**src/rtl/serial_ripple_subtractor_if.sv**
```systemverilog
// Operand/result bundle for the bit-serial subtractor.
// The master side issues start with A/B. The slave side returns D/Bout with busy/done.
interface serial_ripple_subtractor_if #(parameter int n = 4);
  logic         start;
  logic [n-1:0] A;
  logic [n-1:0] B;
  logic [n-1:0] D;
  logic         Bout;
  logic         busy;
  logic         done;

  modport master (output start, A, B, input D, Bout, busy, done);
  modport slave  (input start, A, B, output D, Bout, busy, done);
endinterface

```
**src/rtl/serial_ripple_subtractor.sv**
```systemverilog
// Bit-serial unsigned subtractor D = A - B. It processes one bit per clock, LSB first,
// through a single full-subtractor cell. Operands are captured on start, and done pulses once per result.
module serial_ripple_subtractor #(
  parameter int n = 4
) (
  input  logic                        clk,
  input  logic                        rst_n,
  serial_ripple_subtractor_if.slave   bus
);
  localparam int CW = (n > 1) ? $clog2(n) : 1;
  localparam logic [CW-1:0] LAST = CW'(n - 1);

  typedef enum logic [1:0] {IDLE, RUN, FIN} state_t;

  state_t         state, state_nxt;
  logic           accept;
  logic [n-1:0]   a_sr, b_sr, d_r;
  logic           bout_r, borrow;
  logic [CW-1:0]  cnt;
  logic           a, b, diff, borrow_nxt;
  logic [n-1:0]   d_shift;

  always_ff @(posedge clk or negedge rst_n) begin
    if (!rst_n) state <= IDLE;
    else        state <= state_nxt;
  end

  always_comb begin
    state_nxt = state;
    accept    = 1'b0;
    case (state)
      IDLE: if (bus.start) begin
        accept    = 1'b1;
        state_nxt = RUN;
      end
      RUN:  if (cnt == LAST) state_nxt = FIN;
      FIN: begin
        // start seen in FIN is taken immediately for back-to-back throughput
        accept    = bus.start;
        state_nxt = bus.start ? RUN : IDLE;
      end
      default: state_nxt = IDLE;
    endcase
  end

  assign a          = a_sr[0];
  assign b          = b_sr[0];
  assign diff       = a ^ b ^ borrow;
  assign borrow_nxt = (~a & b) | (~(a ^ b) & borrow);

  if (n == 1) begin : g_one
    assign d_shift = diff;
  end else begin : g_many
    assign d_shift = {diff, d_r[n-1:1]};
  end

  always_ff @(posedge clk or negedge rst_n) begin
    if (!rst_n) begin
      a_sr   <= '0;
      b_sr   <= '0;
      d_r    <= '0;
      bout_r <= 1'b0;
      borrow <= 1'b0;
      cnt    <= '0;
    end else if (accept) begin
      a_sr   <= bus.A;
      b_sr   <= bus.B;
      d_r    <= '0;
      borrow <= 1'b0;
      cnt    <= '0;
    end else if (state == RUN) begin
      a_sr   <= a_sr >> 1;
      b_sr   <= b_sr >> 1;
      d_r    <= d_shift;
      borrow <= borrow_nxt;
      cnt    <= cnt + 1'b1;
      if (cnt == LAST) bout_r <= borrow_nxt;
    end
  end

  assign bus.D    = d_r;
  assign bus.Bout = bout_r;
  assign bus.busy = (state == RUN);
  assign bus.done = (state == FIN);
endmodule

```
**src/flat_wrapper.sv**
```systemverilog
// flat-port wrapper written by rule: the top's interface ports become plain ports
module serial_ripple_subtractor_flat 
#(
  parameter int n = 4
)
  (clk, rst_n, bus_start, bus_A, bus_B, bus_D, bus_Bout, bus_busy, bus_done);
  serial_ripple_subtractor_if #(.n(n)) bus_i ();
  input  logic clk;
  input  logic rst_n;
  input wire logic [$bits(bus_i.start)-1:0] bus_start;
  input wire logic [$bits(bus_i.A)-1:0] bus_A;
  input wire logic [$bits(bus_i.B)-1:0] bus_B;
  output wire logic [$bits(bus_i.D)-1:0] bus_D;
  output wire logic [$bits(bus_i.Bout)-1:0] bus_Bout;
  output wire logic [$bits(bus_i.busy)-1:0] bus_busy;
  output wire logic [$bits(bus_i.done)-1:0] bus_done;
  assign bus_i.start = bus_start;
  assign bus_i.A = bus_A;
  assign bus_i.B = bus_B;
  assign bus_D = bus_i.D;
  assign bus_Bout = bus_i.Bout;
  assign bus_busy = bus_i.busy;
  assign bus_done = bus_i.done;
  serial_ripple_subtractor #(.n(n)) u_core (.clk(clk), .rst_n(rst_n), .bus(bus_i));
endmodule
```
**config.mk**
```make
export PLATFORM = sky130hd
export DESIGN_NAME = serial_ripple_subtractor_flat
export DESIGN_NICKNAME = d
export VERILOG_FILES = /design/src/rtl/serial_ripple_subtractor_if.sv /design/src/rtl/serial_ripple_subtractor.sv /design/src/flat_wrapper.sv
export SDC_FILE = /design/constraint.sdc
export NUM_CORES = 1
export LEC_CHECK = 0
export CORE_UTILIZATION = 30
export DETAILED_ROUTE_END_ITERATION = 10
export DONT_BUFFER_PORTS = 1
export PLACE_DENSITY_LB_ADDON = 0.15
export SYNTH_ARGS = -nofsm -noshare
export SYNTH_HDL_FRONTEND = slang
export SYNTH_SLANG_ARGS = --single-unit
```
**constraint.sdc**
```tcl
create_clock -name clk -period 2.65 [get_ports clk]
set_input_delay 0.3975 -clock clk [delete_from_list [all_inputs] [get_ports clk]]
set_output_delay 0.3975 -clock clk [all_outputs]
set_load 0.005 [all_outputs]
```
After elaboration in Yosys (flattened, before gate mapping)
Cells that the tools add are included.
- register bits: 18
- input bits: 11
- output and inout bits: 7
- logic and storage cells: 41
- add/subtract/negate cells: 1
- eq/ne operators: 5
- multiplexer cells: 16
- bitwise operators: 8
- reduce and logical (&&, ||, !) cells: 4
- operators with widths (kind ; count):
    $mux 4 ; 6
    $mux 2 ; 4
    $pmux 2 s3 ; 1
    $eq 2x2->1 const B ; 2
    $mux 1 ; 4
    $not 1->1 ; 3
    $reduce_and 3->1 ; 1
    $add 2x1->2 const B ; 1
    $and 1x1->1 ; 2
    $eq 2x1->1 const B ; 1
    $logic_not 2->1 ; 1
    $ne 2x1->1 const B ; 1
    $ne 2x2->1 const B ; 1
    $pmux 1 s2 ; 1
    $reduce_and 2->1 ; 1
    $reduce_bool 2->1 ; 1
    $xor 1x1->1 ; 2
    $or 1x1->1 ; 1

Logic depth before layout (Yosys ltp)
- word-level depth: 6
- mapped depth: 4
- mapped depth without buffers: 4

Worst setup path before layout
OpenSTA, ideal clock, no wires.
- kind: reg-to-reg
- start: reg u_core.cnt[0]
- end: reg u_core.cnt[1]
- setup time: 0.121 ns
- arrival: 1.078 ns
- data required time: 2.529 ns
- slack: 1.451 ns
- stages on the path, launching flop included: 4
- buffers on the path: 0
- period minus slack after synthesis: 1.199 ns
- cell sequence: dfrtp_1 > ha_1 > mux2_2 > a22o_1
- cells in the longest elaborated chain, start to end: 3
- ends and longest elaborated chain (element ; line ; source):
    from (decl) ; serial_ripple_subtractor.sv:19 ; logic [CW-1:0] cnt;
    from (signal assigned) ; serial_ripple_subtractor.sv:76 ; cnt <= cnt + 1'b1;
    $add 2x1->2 ; serial_ripple_subtractor.sv:76 ;
    $mux 2 ; serial_ripple_subtractor.sv:71 ; end else if (state == RUN) begin
    $mux 2 ; serial_ripple_subtractor.sv:65 ; end else if (accept) begin
No other way between the ends. The select of a mux whose other input is x is not followed.
A chain may end at the register's enable or synchronous reset.

Worst setup path in the final report
- start: reg u_core.state[0]
- end: out bus_busy
- cells in the longest elaborated chain, start to end: 1
- ends and longest elaborated chain (element ; line ; source):
    from (decl) ; serial_ripple_subtractor.sv:15 ; state_t state, state_nxt;
    from (signal assigned) ; serial_ripple_subtractor.sv:25 ; else state <= state_nxt;
    $eq 2x1->1 ; serial_ripple_subtractor.sv:83 ; assign bus.busy = (state == RUN);
    to (decl) ; flat_wrapper.sv:15 ; output wire logic [$bits(bus_i.busy)-1:0] bus_busy;
No other way between the ends.

==> impl_metrics.toml <==
[setup_path]
path_cells = "nor2b_1"
timing.rr.start = "u_core.state[0]$_DFFE_PN0P_"
crit_fanout = 26
worstPathArrival_ns = 1.51
critPathCapture = "bus_busy"
criticalPathCategory = "reg2out"
r2r_end = "u_core.bus.D[1]$_DFFE_PN0P_"
crit_path_start_kind = "register"
r2r_slack_ns = 1.05
critPathBufInv = 0
cp_top_family = "flip-flops"
end_kind = "output pin"
cp.required_ns = 2.25
cpPeakStageDelay_ns = 0.85
slowest_stage = "dfrtp_1"
crit_start = "u_core.state[0]$_DFFE_PN0P_"
r2r_cells = 3
cp.depth = 1

[place]
place_ws_ns = 1.040
gp_congestion = 0.7192
dpl.hpwl_um = 1034
port-buffer-count = 0

[yosys]
synth_top_area_frac = 0.4918
ys_seq_area_frac = 0.4918
synthFlopType = "dfrtp_1"
synthTopCellsByArea = "dfrtp_1 49%, mux2i_1 8.7%, a22o_1 6.7%"
synth.most_common_cell = "dfrtp_1"
synth_common_cells = "18 x dfrtp_1, 8 x mux2i_1, 7 x a22o_1"
synthCells = 80
yosys_warnings = 0
async_flop_share = 1.000
postSynthNetCount = 93
ys_ff_latch = 18
synth_edf_count = 0
synth.avg_cell_area_sq_um = 11.45
ys_types = 22
netlist_area_sq_um = 915.9
synth_largest_area_cell = "dfrtp_1"

[floorplanning]
fp-row-count = 19
die_area_sq_um = 3278
ios = 18
die_h_um = 57.26
dieWidth_um = 57.26
initial_core_util = 0.3238
placeableCoreArea_sq_um = 2829

[cts]
clk_path_buf_depth = 2
cts_buffers = 3
clock_sinks = 18
cts-root-buf = "clkbuf_4"
cts_tree = "built"
htree_levels = 1
clk_latency_ns = 0.29
path_clk_slew_ns = 0.11
cts.repair.resized = 0

[sta]
setup_viol = 0
slew_headroom = 0.4493
tightest_slew_ns = 0.8233
grt_setup_unrepaired = "false"
final.min_clock_period_ns = 1.910
slew_violations = 0
finClkSkew_ns = 0.004752
period_share = 0.7207
finalSetupTns_ns = 0
hold-worst-slack_ns = 0.2531
hold_viol = 0
fmax_mhz = 523.6
setup_ws_ns = 0.7400

[power_and_ir_drop]
p_total_mw = 1.092
power.density_nw_per_um2 = 1148
p_leak_nw = 0.4138
peakVddDrop_v = 0.0003489

[global_route]
grt_pass1_wl_um = 2691
antenna_found_initial = 0
grt-ovfl-total = 0
grt_max_degree = 27
grt_pass1_vias = 563
grt_usage = 0.1091

[route]
drtIter0Drc = 25
vias_per_cell = 5.227
wl_per_cell_um = 14.24
drt_first_pass_iters = 7
routed-via-count = 575
finalWirelength_um = 1566
drcViolationCount = 9
drtAntennaViolNets = 0

[finish]
syn_to_final_growth_pct = 3.825
drive_gt1_frac = 0.08861
antenna-diode-count = 0
utilization = 0.3361
final_net_count = 93

[outcome]
violations = "DRC"
outcome = "finished, violations left"

[worst_hold_path]
hold_class = "in2reg"

[flow_run]
maxCapViolCount = 0
## sequential cells by signal, summed over array words and instances, names as in the netlist
register	count
u_core.borrow	1
u_core.cnt	2
u_core.bus.D	4
u_core.bus.Bout	1
u_core.a_sr	4
u_core.state	2
u_core.b_sr	4
## kinds of logic after synthesis
logic type	count (synthesis)	synth area share
DFF	18	0.4918
and+or+nand+nor	15	0.09291
xor gates and xnor gates	1	0.009565
AOI/OAI and AO/OA	24	0.1790
muxes	11	0.1243
adders and majority gates	2	0.03552
buffers and inverters	9	0.06693
## metrics by stage
stage | cell area (sq um) | cells
after detailed placement | 904.6 | 105
after global routing | 950.9 | 110
after floorplan | 915.9 | 80
final | 950.9 | 110
after global placement | 904.6 | 105
after CTS | 950.9 | 110
## cell usage in the layout, fill, tap and decap left out
| cell | Yosys | routed |
|---|---|---|
| nor2b_1 | 6 | 6 |
| xnor2_1 | 1 | 1 |
| nand3b_1 | 1 | 1 |
| ha_1 | 1 | 1 |
| a211oi_1 | 6 | 6 |
| a21o_1 | 1 | 1 |
| dfrtp_1 | 18 | 18 |
| nand2_1 | 2 | 2 |
| fa_1 | 1 | 1 |
| a21oi_1 | 6 | 6 |
| clkbuf_8 | 0 | 1 |
| nand3_1 | 2 | 2 |
| dlygate4sd3_1 | 0 | 1 |
| o21ai_0 | 4 | 4 |
| mux2_2 | 3 | 3 |
| nor2_1 | 2 | 2 |
| inv_1 | 3 | 3 |
| and2b_1 | 2 | 2 |
| clkbuf_4 | 0 | 3 |
| mux2i_1 | 8 | 8 |
| a22o_1 | 7 | 7 |
## repair_timing
action | 4_1_cts | 5_1_grt
buffers inserted | 0 | 0
hold buffers | 1 | 0
hold endpoints to repair | 18 | 0
## report_power, final
part	internal [mW]	switching, mW
Clock	0.0836	0.0856
Combinational	0.221	0.139
Sequential	0.397	0.165
## per-layer routing
metal / track usage / routed length (um) / vias up
met5: 0 / 0 / -
met4: 0.02091 / 12 / 0
met3: 0.05215 / 78 / 2
met2: 0.1597 / 668 / 17
met1: 0.1482 / 806 / 271
li1: - / - / 285
## area by class of cell
| cell class | count | area (sq um) |
|---|---|---|
| clock buffer | 4 | 36.28 |
| fill | 281 | 1878 |
| timing repair buffer | 1 | 10.01 |
| multi-input combinational | 53 | 404.1 |
| sequential | 18 | 450.4 |
| inverter | 3 | 11.26 |
| tap | 31 | 38.79 |
## how the worst min path moves through the flow
stage | from | to | slack (ns) | cells after the start
final | bus_start | u_core.state[0]$_DFFE_PN0P_ | 0.25 | 1
after global routing | bus_start | u_core.state[0]$_DFFE_PN0P_ | 0.24 | 1
after CTS | bus_start | u_core.state[0]$_DFFE_PN0P_ | 0.24 | 1
after detailed placement | rst_n | u_core.bus.Bout$_DFFE_PN0P_ | 0.10 | 0
after global placement | rst_n | u_core.bus.Bout$_DFFE_PN0P_ | 0.10 | 0
after floorplan | rst_n | u_core.a_sr[0]$_DFFE_PN0P_ | 0.10 | 0
No activity file was read; power rests on OpenSTA's default activity.
